===== src/rtl/ps2_kbd_pkg.sv =====
// Shared types, register offsets, scan-code constants and ASCII helpers for the PS/2 keyboard block.
package ps2_kbd_pkg;

  // Prefix decoder states
  typedef enum logic [2:0] {
    ST_IDLE,
    ST_EXT,
    ST_BRK,
    ST_EXT_BRK,
    ST_SKIP
  } dec_state_t;

  // Register offsets from the window base
  localparam logic [31:0] OFF_CTRL   = 32'h00;
  localparam logic [31:0] OFF_DATA   = 32'h04;
  localparam logic [31:0] OFF_HIST   = 32'h08;
  localparam logic [31:0] OFF_KEYMAP = 32'h28;

  // Scan codes with special meaning
  localparam logic [7:0] SC_LSHIFT = 8'h12;
  localparam logic [7:0] SC_RSHIFT = 8'h59;
  localparam logic [7:0] SC_CAPS   = 8'h58;
  localparam logic [7:0] SC_CTRL   = 8'h14;
  localparam logic [7:0] SC_ALT    = 8'h11;
  localparam logic [7:0] SC_EXT    = 8'hE0;
  localparam logic [7:0] SC_BRK    = 8'hF0;
  localparam logic [7:0] SC_PAUSE  = 8'hE1;

  // Bytes still to swallow after the E1 that opens the Pause sequence
  localparam logic [2:0] PAUSE_TAIL = 3'd7;

  // One queued key press; packs to 19 bits and sits in DATA[18:0]
  typedef struct packed {
    logic       caps;
    logic       shift;
    logic       ext;
    logic [7:0] scan;
    logic [7:0] ascii;
  } kbd_entry_t;

  // Set-2 scan code to ASCII; unknown codes map to 0
  function automatic logic [7:0] scan2ascii(input logic [7:0] scan, input logic shift);
    logic [7:0] lo;
    logic [7:0] hi;
    lo = 8'h00;
    hi = 8'h00;
    case (scan)
      8'h1C: lo = "a";  8'h32: lo = "b";  8'h21: lo = "c";  8'h23: lo = "d";
      8'h24: lo = "e";  8'h2B: lo = "f";  8'h34: lo = "g";  8'h33: lo = "h";
      8'h43: lo = "i";  8'h3B: lo = "j";  8'h42: lo = "k";  8'h4B: lo = "l";
      8'h3A: lo = "m";  8'h31: lo = "n";  8'h44: lo = "o";  8'h4D: lo = "p";
      8'h15: lo = "q";  8'h2D: lo = "r";  8'h1B: lo = "s";  8'h2C: lo = "t";
      8'h3C: lo = "u";  8'h2A: lo = "v";  8'h1D: lo = "w";  8'h22: lo = "x";
      8'h35: lo = "y";  8'h1A: lo = "z";
      8'h45: begin lo = "0"; hi = ")"; end
      8'h16: begin lo = "1"; hi = "!"; end
      8'h1E: begin lo = "2"; hi = "@"; end
      8'h26: begin lo = "3"; hi = "#"; end
      8'h25: begin lo = "4"; hi = "$"; end
      8'h2E: begin lo = "5"; hi = "%"; end
      8'h36: begin lo = "6"; hi = "^"; end
      8'h3D: begin lo = "7"; hi = "&"; end
      8'h3E: begin lo = "8"; hi = "*"; end
      8'h46: begin lo = "9"; hi = "("; end
      8'h29: lo = 8'h20;  8'h5A: lo = 8'h0D;  8'h66: lo = 8'h08;
      8'h0D: lo = 8'h09;  8'h76: lo = 8'h1B;
      default: lo = 8'h00;
    endcase
    // Letters shift to upper case; other keys without a shifted glyph keep theirs
    if (hi == 8'h00) hi = (lo >= "a" && lo <= "z") ? lo - 8'd32 : lo;
    return shift ? hi : lo;
  endfunction

  // Caps lock swaps letter case only
  function automatic logic [7:0] caps_adjust(input logic [7:0] c, input logic caps);
    logic is_letter;
    is_letter = (c >= "a" && c <= "z") || (c >= "A" && c <= "Z");
    return (caps && is_letter) ? (c ^ 8'h20) : c;
  endfunction

  // Modifier makes update state but never reach the queue
  function automatic logic is_modifier(input logic [7:0] c);
    return (c == SC_LSHIFT) || (c == SC_RSHIFT) || (c == SC_CAPS) ||
           (c == SC_CTRL) || (c == SC_ALT);
  endfunction

endpackage


===== src/rtl/ps2_evt_fifo.sv =====
// Synchronous key-event FIFO with combinational head, flush and occupancy count.
module ps2_evt_fifo #(
  parameter int DEPTH = 16,
  parameter int WIDTH = 19,
  localparam int AW = (DEPTH > 1) ? $clog2(DEPTH) : 1,
  localparam int CW = $clog2(DEPTH) + 1
) (
  input  logic             clk,
  input  logic             srst,
  input  logic             push,
  input  logic [WIDTH-1:0] push_data,
  input  logic             pop,
  input  logic             flush,
  output logic [WIDTH-1:0] head,
  output logic             full,
  output logic             empty,
  output logic [CW-1:0]    count
);

  logic [WIDTH-1:0] mem [DEPTH];
  logic [AW-1:0]    wr_ptr_reg;
  logic [AW-1:0]    rd_ptr_reg;
  logic [CW-1:0]    count_reg;
  logic             do_pop;
  logic             do_push;

  assign empty = (count_reg == '0);
  assign full  = (count_reg == CW'(DEPTH));
  assign count = count_reg;
  assign head  = mem[rd_ptr_reg];

  // A pop on an empty queue is ignored; a push into a full queue only lands if a pop frees a slot
  assign do_pop  = pop & ~empty & ~flush;
  assign do_push = push & ~flush & (~full | do_pop);

  // Storage write
  always_ff @(posedge clk) begin
    if (do_push) mem[wr_ptr_reg] <= push_data;
  end

  // Pointers and occupancy; flush discards everything including a same-cycle push
  always_ff @(posedge clk) begin
    if (srst || flush) begin
      wr_ptr_reg <= '0;
      rd_ptr_reg <= '0;
      count_reg  <= '0;
    end else begin
      if (do_push) wr_ptr_reg <= wr_ptr_reg + AW'(1);
      if (do_pop)  rd_ptr_reg <= rd_ptr_reg + AW'(1);
      if (do_push && !do_pop)      count_reg <= count_reg + CW'(1);
      else if (do_pop && !do_push) count_reg <= count_reg - CW'(1);
    end
  end

endmodule


===== src/rtl/ps2_kbd_mmio_fifo.sv =====
// PS/2 keyboard front end: prefix decoder, modifiers, key map, byte history and an MMIO-read event FIFO.
module ps2_kbd_mmio_fifo
  import ps2_kbd_pkg::*;
#(
  parameter int          FIFO_DEPTH = 16,
  parameter int          HIST_WORDS = 2,
  parameter logic [31:0] BASE_ADDR  = 32'hFF200100
) (
  input  logic        iCLK,
  input  logic        Reset,
  input  logic        iScanValid,
  input  logic [7:0]  iScanCode,
  input  logic        wReadEnable,
  input  logic        wWriteEnable,
  input  logic [3:0]  wByteEnable,
  input  logic [31:0] wAddress,
  input  logic [31:0] wWriteData,
  output logic [31:0] wReadData,
  output logic        oInterrupt,
  output logic        oOverflow
);

  localparam int CW = $clog2(FIFO_DEPTH) + 1;
  localparam int HB = 4 * HIST_WORDS;
  localparam int EW = $bits(kbd_entry_t);

  dec_state_t     state_reg, state_next;
  logic [2:0]     cnt_reg, cnt_next;
  logic           is_make, is_break, ev_ext;
  logic [127:0]   keymap_reg;
  logic           lshift_reg, rshift_reg, caps_reg;
  logic           irq_en_reg, overflow_reg, data_rd_prev_reg;
  logic [7:0]     hist_reg [HB];
  logic [31:0]    hist_word [HIST_WORDS];
  logic [31:0]    offset, count_wide;
  logic           data_rd, pop, ctrl_wr, flush, push, overflow_set;
  kbd_entry_t     new_entry;
  logic [EW-1:0]  fifo_head;
  logic           fifo_full, fifo_empty;
  logic [CW-1:0]  fifo_count;
  logic           unused_bits;

  assign offset       = wAddress - BASE_ADDR;
  assign data_rd      = wReadEnable & (offset == OFF_DATA);
  assign pop          = data_rd & ~data_rd_prev_reg;
  assign ctrl_wr      = wWriteEnable & (offset == OFF_CTRL);
  assign flush        = ctrl_wr & wWriteData[3];
  assign push         = is_make & ~is_modifier(iScanCode);
  assign overflow_set = push & fifo_full & ~pop & ~flush;
  assign count_wide   = 32'(fifo_count);
  assign oInterrupt   = irq_en_reg & ~fifo_empty;
  assign oOverflow    = overflow_reg;
  assign unused_bits  = ^{wByteEnable, count_wide[31:8]};

  // Decoder state register
  always_ff @(posedge iCLK) begin
    if (Reset) begin
      state_reg <= ST_IDLE;
      cnt_reg   <= '0;
    end else begin
      state_reg <= state_next;
      cnt_reg   <= cnt_next;
    end
  end

  // Prefix decoding: classify each byte as prefix, make, break or swallowed Pause byte
  always_comb begin
    state_next = state_reg;
    cnt_next   = cnt_reg;
    is_make    = 1'b0;
    is_break   = 1'b0;
    ev_ext     = 1'b0;
    if (iScanValid) begin
      case (state_reg)
        ST_IDLE: begin
          if (iScanCode == SC_EXT) state_next = ST_EXT;
          else if (iScanCode == SC_BRK) state_next = ST_BRK;
          else if (iScanCode == SC_PAUSE) begin
            state_next = ST_SKIP;
            cnt_next   = PAUSE_TAIL;
          end else is_make = 1'b1;
        end
        ST_EXT: begin
          if (iScanCode == SC_BRK) state_next = ST_EXT_BRK;
          else begin
            is_make    = 1'b1;
            ev_ext     = 1'b1;
            state_next = ST_IDLE;
          end
        end
        ST_BRK: begin
          is_break   = 1'b1;
          state_next = ST_IDLE;
        end
        ST_EXT_BRK: begin
          is_break   = 1'b1;
          ev_ext     = 1'b1;
          state_next = ST_IDLE;
        end
        ST_SKIP: begin
          cnt_next = cnt_reg - 3'd1;
          if (cnt_reg == 3'd1) state_next = ST_IDLE;
        end
        default: state_next = ST_IDLE;
      endcase
    end
  end

  // Entry built from the current modifier state; extended keys carry no ASCII
  always_comb begin
    new_entry.caps  = caps_reg;
    new_entry.shift = lshift_reg | rshift_reg;
    new_entry.ext   = ev_ext;
    new_entry.scan  = iScanCode;
    new_entry.ascii = ev_ext ? 8'h00
                    : caps_adjust(scan2ascii(iScanCode, lshift_reg | rshift_reg), caps_reg);
  end

  // Key map and modifier tracking
  always_ff @(posedge iCLK) begin
    if (Reset) begin
      keymap_reg <= '0;
      lshift_reg <= 1'b0;
      rshift_reg <= 1'b0;
      caps_reg   <= 1'b0;
    end else if (is_make) begin
      if (!ev_ext && !iScanCode[7]) keymap_reg[iScanCode[6:0]] <= 1'b1;
      if (iScanCode == SC_LSHIFT) lshift_reg <= 1'b1;
      if (iScanCode == SC_RSHIFT) rshift_reg <= 1'b1;
      if (iScanCode == SC_CAPS)   caps_reg   <= ~caps_reg;
    end else if (is_break) begin
      if (!ev_ext && !iScanCode[7]) keymap_reg[iScanCode[6:0]] <= 1'b0;
      if (iScanCode == SC_LSHIFT) lshift_reg <= 1'b0;
      if (iScanCode == SC_RSHIFT) rshift_reg <= 1'b0;
    end
  end

  // Raw byte history, newest byte in slot 0; every received byte shifts in
  always_ff @(posedge iCLK) begin
    if (Reset) begin
      for (int i = 0; i < HB; i++) hist_reg[i] <= '0;
    end else if (iScanValid) begin
      hist_reg[0] <= iScanCode;
      for (int i = 1; i < HB; i++) hist_reg[i] <= hist_reg[i-1];
    end
  end

  for (genvar gi = 0; gi < HIST_WORDS; gi++) begin : g_hist_word
    assign hist_word[gi] = {hist_reg[4*gi+3], hist_reg[4*gi+2], hist_reg[4*gi+1], hist_reg[4*gi]};
  end

  // Control flags and the previous-cycle DATA read used to make pops one per access
  always_ff @(posedge iCLK) begin
    if (Reset) begin
      irq_en_reg       <= 1'b0;
      overflow_reg     <= 1'b0;
      data_rd_prev_reg <= 1'b0;
    end else begin
      data_rd_prev_reg <= data_rd;
      if (ctrl_wr) irq_en_reg <= wWriteData[2];
      if (overflow_set) overflow_reg <= 1'b1;
      else if (ctrl_wr && wWriteData[1]) overflow_reg <= 1'b0;
    end
  end

  ps2_evt_fifo #(
    .DEPTH (FIFO_DEPTH),
    .WIDTH (EW)
  ) u_fifo (
    .clk       (iCLK),
    .srst      (Reset),
    .push      (push),
    .push_data (new_entry),
    .pop       (pop),
    .flush     (flush),
    .head      (fifo_head),
    .full      (fifo_full),
    .empty     (fifo_empty),
    .count     (fifo_count)
  );

  // Register read mux; anything unselected reads as zero
  always_comb begin
    wReadData = '0;
    if (wReadEnable) begin
      if (offset == OFF_CTRL)
        wReadData = {16'b0, count_wide[7:0], 5'b0, irq_en_reg, overflow_reg, ~fifo_empty};
      else if (offset == OFF_DATA)
        wReadData = fifo_empty ? 32'h0 : {1'b1, 12'b0, fifo_head};
      for (int k = 0; k < HIST_WORDS; k++)
        if (offset == OFF_HIST + 32'(4 * k)) wReadData = hist_word[k];
      for (int j = 0; j < 4; j++)
        if (offset == OFF_KEYMAP + 32'(4 * j)) wReadData = keymap_reg[32*j +: 32];
    end
  end

endmodule


===== config.mk =====
export PLATFORM = sky130hd
export DESIGN_NAME = ps2_kbd_mmio_fifo
export DESIGN_NICKNAME = d
export VERILOG_FILES = /design/src/rtl/ps2_kbd_pkg.sv /design/src/rtl/ps2_evt_fifo.sv /design/src/rtl/ps2_kbd_mmio_fifo.sv
export SDC_FILE = /design/constraint.sdc
export NUM_CORES = 1
export LEC_CHECK = 0
export ABC_CLOCK_PERIOD_IN_PS = 6500
export CAP_MARGIN = 25
export CORE_UTILIZATION = 41
export DETAILED_ROUTE_END_ITERATION = 7
export MAX_ROUTING_LAYER = met4
export SLEW_MARGIN = 30
export SYNTH_ARGS = -nofsm -noshare
export SYNTH_HDL_FRONTEND = slang
export SYNTH_SLANG_ARGS = --single-unit

===== constraint.sdc =====
create_clock -name iCLK -period 6.5 [get_ports iCLK]
set_input_delay 0.975 -clock iCLK [delete_from_list [all_inputs] [get_ports iCLK]]
set_output_delay 0.975 -clock iCLK [all_outputs]
set_load 0.05 [all_outputs]

[Word-level counts from Yosys, hierarchy flattened]
Memories as Yosys holds them, arrays and structs flattened. A register that Yosys moved wholly into a read port is not among the register bits.
Cells that the tools add are included.
Operators by class
  muxes and demuxes: 72
  add/sub/neg operators: 7
  equal/unequal tests: 67
  bitwise operators: 34
  reduce and logical (&&, ||, !) cells: 34
  order comparisons: 8
Operator list (count)
  $mux 128: 4
  $mux 32: 10
  $pmux 7 s41: 1
  $eq 8x6->1 const B: 23
  $and 128x128->128: 1
  $eq 32x6->1 const B: 4
  $not 128->128: 1
  $or 128x128->128: 1
  $eq 8x7->1 const B: 12
  $mux 8: 12
  $eq 8x5->1 const B: 10
  $pmux 7 s10: 1
  $eq 32x4->1 const B: 2
  $eq 32x3->1 const B: 1
  $logic_not 32->1: 1
  $sub 32x32->32 const B: 1
  $mux 1: 26
  $eq 8x8->1 const B: 3
  $ge 8x7->1 const B: 3
  $le 8x7->1 const B: 3
  $mux 3: 7
  $and 1x1->1: 13
  $mux 5: 2
  $or 1x1->1: 10
  other kinds (33): 70
Word-level totals
  bits in registers: 153
  bits in writable memories: 368
  input bits: 81
  memories kept: 2
  logic and storage cells: 236
  output and inout bits: 34
Memory list
  u_fifo.mem: depth 16, bits a word 19, read ports 1, clocked after memory_dff 1, write ports 1, RTL line ps2_evt_fifo.sv:20  | logic [WIDTH-1:0] mem [DEPTH];
  hist_reg: depth 8, bits a word 8, read ports 8, clocked after memory_dff 0, write ports 8, RTL line ps2_kbd_mmio_fifo.sv:33  | logic [7:0] hist_reg [HB];

[Longest topological paths before layout]
  depth in word-level cells: 13
  mapped depth: 17
  gate-level depth less buffers: 15

[Hierarchy]
A second synthesis with hierarchy kept.
Unflattened totals
  cells, all modules: 2026
  area, all modules: 23994.3 um^2
By module, submodules not included
  ps2_evt_fifo: cells each 579, times used 1, area an instance 12344.3 um^2, seq. area each 9469.1 um^2
  ps2_kbd_mmio_fifo: cells each 1447, times used 1, area an instance 11649.9 um^2, seq. area each 4724.5 um^2

[Worst setup path before layout]
OpenSTA, ideal clock, no wires.
  kind: input port to output port
  from: input wAddress[12]
  to: output wReadData[10]
  cell stages on the path: 10
  required time: 5525 ps
  arrival time: 4324 ps
  slack: 1201 ps
  buffers on the path: 2
  cell sequence: nor4_1 -> nand3b_1 -> o21ai_0 -> mux2_2 -> nor3_1 -> and4_1 -> buf_2 -> buf_2 -> nand2_1 -> a21boi_0
On the way
  longest elaborated chain between the ends: 11
  elaborated cells on any way between the ends: 18
  classes of those cells: add/sub: 1; eq/ne: 7; mux: 9; reduce/logical: 1
Ends and longest elaborated chain
  from (decl): RTL line ps2_kbd_mmio_fifo.sv:16  | input logic [31:0] wAddress,
  $sub 32x32->32 (*): RTL line ps2_kbd_mmio_fifo.sv:43  | assign offset = wAddress - BASE_ADDR;
  $eq 32x3->1: RTL line ps2_kbd_mmio_fifo.sv:188  | else if (offset == OFF_DATA)
  $mux 32: RTL line ps2_kbd_mmio_fifo.sv:188
  $mux 32: RTL line ps2_kbd_mmio_fifo.sv:186  | if (offset == OFF_CTRL)
  $mux 32 (2 in a row): RTL line ps2_kbd_mmio_fifo.sv:191  | if (offset == OFF_HIST + 32'(4 * k)) wReadData = hist_word[k];
  $mux 32 (3 in a row): RTL line ps2_kbd_mmio_fifo.sv:193  | if (offset == OFF_KEYMAP + 32'(4 * j)) wReadData = keymap_reg[32*j +: 32];
  $mux 32 (*): RTL line ps2_kbd_mmio_fifo.sv:193
  $mux 32 (*): RTL line ps2_kbd_mmio_fifo.sv:185  | if (wReadEnable) begin
  to (decl): RTL line ps2_kbd_mmio_fifo.sv:18  | output logic [31:0] wReadData,
Every way passes the cells marked *; elsewhere a longest branch is shown, timed or not.

[Worst setup path in the final report]
  from: input wAddress[12]
  to: output wReadData[23]
Same word-level chain as after synthesis.

==> results.json <==
{
  "status": "complete, no violations",
  "grt_pass1_wl_um": 106900,
  "drcViolationCount": 0,
  "worstPathRequired_ps": 5520,
  "final_common_cell": "edfxtp_1",
  "ir_drop_mv": 0.2217,
  "grt_pass1_vias": 17112,
  "portBuffers": 81,
  "synth_cells": 2033,
  "finalClockSkew_ps": 70.05,
  "final_cell_area_mm2": 0.02764,
  "dp_slack_ps": 860.7,
  "rows": 88,
  "grt_util_all_layers_pct": 24.51,
  "async_flop_share_pct": 0,
  "grt_max_degree": 89,
  "area_delta_synth_final_pct": 15.40,
  "insertion_delay_ps": 640,
  "endpoint_kind": "output port",
  "drtAntennaViolNets": 0,
  "fill_cells": 5109,
  "rsz0062_at_grt": "false",
  "drv_slew": 0,
  "finalSetupTns_ps": 0,
  "finalWirelength_um": 71110,
  "pin_count": 115,
  "crit_type": "in2out",
  "numCtsBuffers": 54,
  "drt-vias-per-instance": 6.045,
  "yosys_warnings": 0,
  "powerDensity_mw_per_mm2": 270.6,
  "cts_num_sinks": 525,
  "gp_congestion": 0.9253,
  "tightestPinTransition_ps": 1021,
  "grt_overflow": 0,
  "postCtsResizedCells": 0,
  "start_util_pct": 41.51,
  "drt_iter0_markers": 2133,
  "setup_slack_ps": 842.1,
  "drv_cap": 0,
  "synth_cell_types": 83,
  "max_freq_mhz": 176.7,
  "synth.net_count": 2127,
  "leakage_nw": 8.812,
  "synth_flop_cell": "edfxtp_1",
  "die_h_um": 243.7,
  "setup_viol": 0,
  "post_cts_buffers": 0,
  "cts_hold_buf": 0,
  "cts_tree": "yes",
  "worstPathArrival_ps": 4680,
  "first_pass_iters": 6,
  "hold_viol_final": 0,
  "postSynthAreaPerCell_um2": 11.78,
  "slew_headroom_pct": 31.71,
  "die_w_um": 243.7,
  "core_mm2": 0.05770,
  "synth_edf_count": 368,
  "hold_class": "reg2reg",
  "antenna_found_initial": 2,
  "period_minus_slack_ps": 5658,
  "place_hpwl_um": 44440,
  "seq_area_frac_synth_pct": 59.27,
  "avgRoutedWirePerCell_um": 24.56,
  "path_clk_slew_ps": 60,
  "synth.cell_area_mm2": 0.02395,
  "start_kind": "primary input",
  "vias": 17501,
  "die-area_mm2": 0.05938,
  "drive_gt1_share_pct": 15.51,
  "root_buffer": "clkbuf_16",
  "fin_nets": 2177,
  "cts_buffer_depth": 3,
  "critical_path.max_fanout": 34,
  "fin_crit_sh_pct": 87.04,
  "cts_max_level": 2,
  "most-common-layout-cells": "edfxtp_1, o21ai_0, a21oi_1",
  "synth_seq_cells": 525,
  "placed_cell_area_mm2": 0.02581
}
==> cell usage after synthesis (all sizes together), types with 25 or more instances <==
| library cell | n | area [µm²] |
|---|---|---|
| nand2 | 119 | 446.7 |
| nand3 | 159 | 795.8 |
| nor2 | 110 | 415.4 |
| mux2i | 51 | 510.5 |
| mux4 | 77 | 1734 |
| buf | 52 | 264.0 |
| clkbuf | 107 | 401.6 |
| nor3 | 36 | 190.2 |
| and2 | 57 | 356.6 |
| o21ai | 195 | 979.7 |
| nor2b | 33 | 206.5 |
| dfxtp | 157 | 3143 |
| edfxtp | 368 | 11050 |
| a21oi | 191 | 967.2 |
| a31oi | 25 | 156.4 |
==> logic make-up after synthesis <==
group | count (synthesis) | synth area share [%]
and+or+nand+nor | 625 | 13.55
AOI/OAI and AO/OA | 545 | 13.35
DFF | 525 | 59.27
buffers and inverters | 180 | 3.109
muxes | 129 | 9.420
xor gates and xnor gates | 16 | 0.5852
adders and majority gates | 13 | 0.7105
==> layer usage <==
metal	wire [µm]	track usage, %	vias up	part of all wire, %
li1	-	-	7842	-
met1	29800	33.14	8745	42
met2	33840	38.25	780	48
met3	5143	2.919	134	7.2
met4	2322	8.438	0	3.3
met5	0	-	-	0
==> final cells by class <==
cell class / count / area, µm² / area share [%]
Clock buffer: 71 / 1508 / 5.456
Inverter: 21 / 78.83 / 0.2852
Clock inverter: 30 / 300.3 / 1.087
Timing Repair Buffer: 153 / 1451 / 5.252
Antenna cell: 2 / 5.005 / 0.01811
Multi-Input combinational cell: 1328 / 9133 / 33.05
Tap cell: 765 / 957.2 / 3.464
Sequential cell: 525 / 14200 / 51.39
==> power breakdown <==
group,internal (W),switching (W)
Combinational,0.000215,0.000401
Sequential,0.00368,0.0000521
Clock,0.00180,0.00133
Total,0.00569,0.00179
==> path summary, 6_finish.rpt <==
path / slack, ps / depth (start not counted) / end / from
worst max-delay path: 840 / 12 / wReadData[23] / wAddress[12]
worst max register to register: 3120 / 14 / u_fifo.count[4]$_SDFFE_PP0P_ / state_reg[2]$_SDFFE_PP0P_
worst min register to register: 470 / 2 / flop / flop
worst min-delay path: 470 / 2 / flop / flop
==> per-stage QoR <==
stage,cells,power (W),util [%],hold slack [ps]
floorplan,2033,0.004161,-,448.5
global placement,2792,0.004393,44.73,457.4
detailed placement,2792,0.004409,44.73,462.5
CTS,2893,0.007519,47.86,471.1
global route,2895,0.007708,47.90,492.5
finish,2895,0.007478,47.90,474.0
==> critical path, stage by stage <==
cell             delay, ps
clkdlybuf4s50_1        400
nor4_1                 440
nand3b_1               170
o21ai_0                360
mux2_2                 450
nor3_2                 250
buf_12                 240
and2_1                 480
buf_4                  300
a21oi_1                 90
a31oi_1                320
buf_12                 190
No activity file was read; power rests on OpenSTA's default activity.
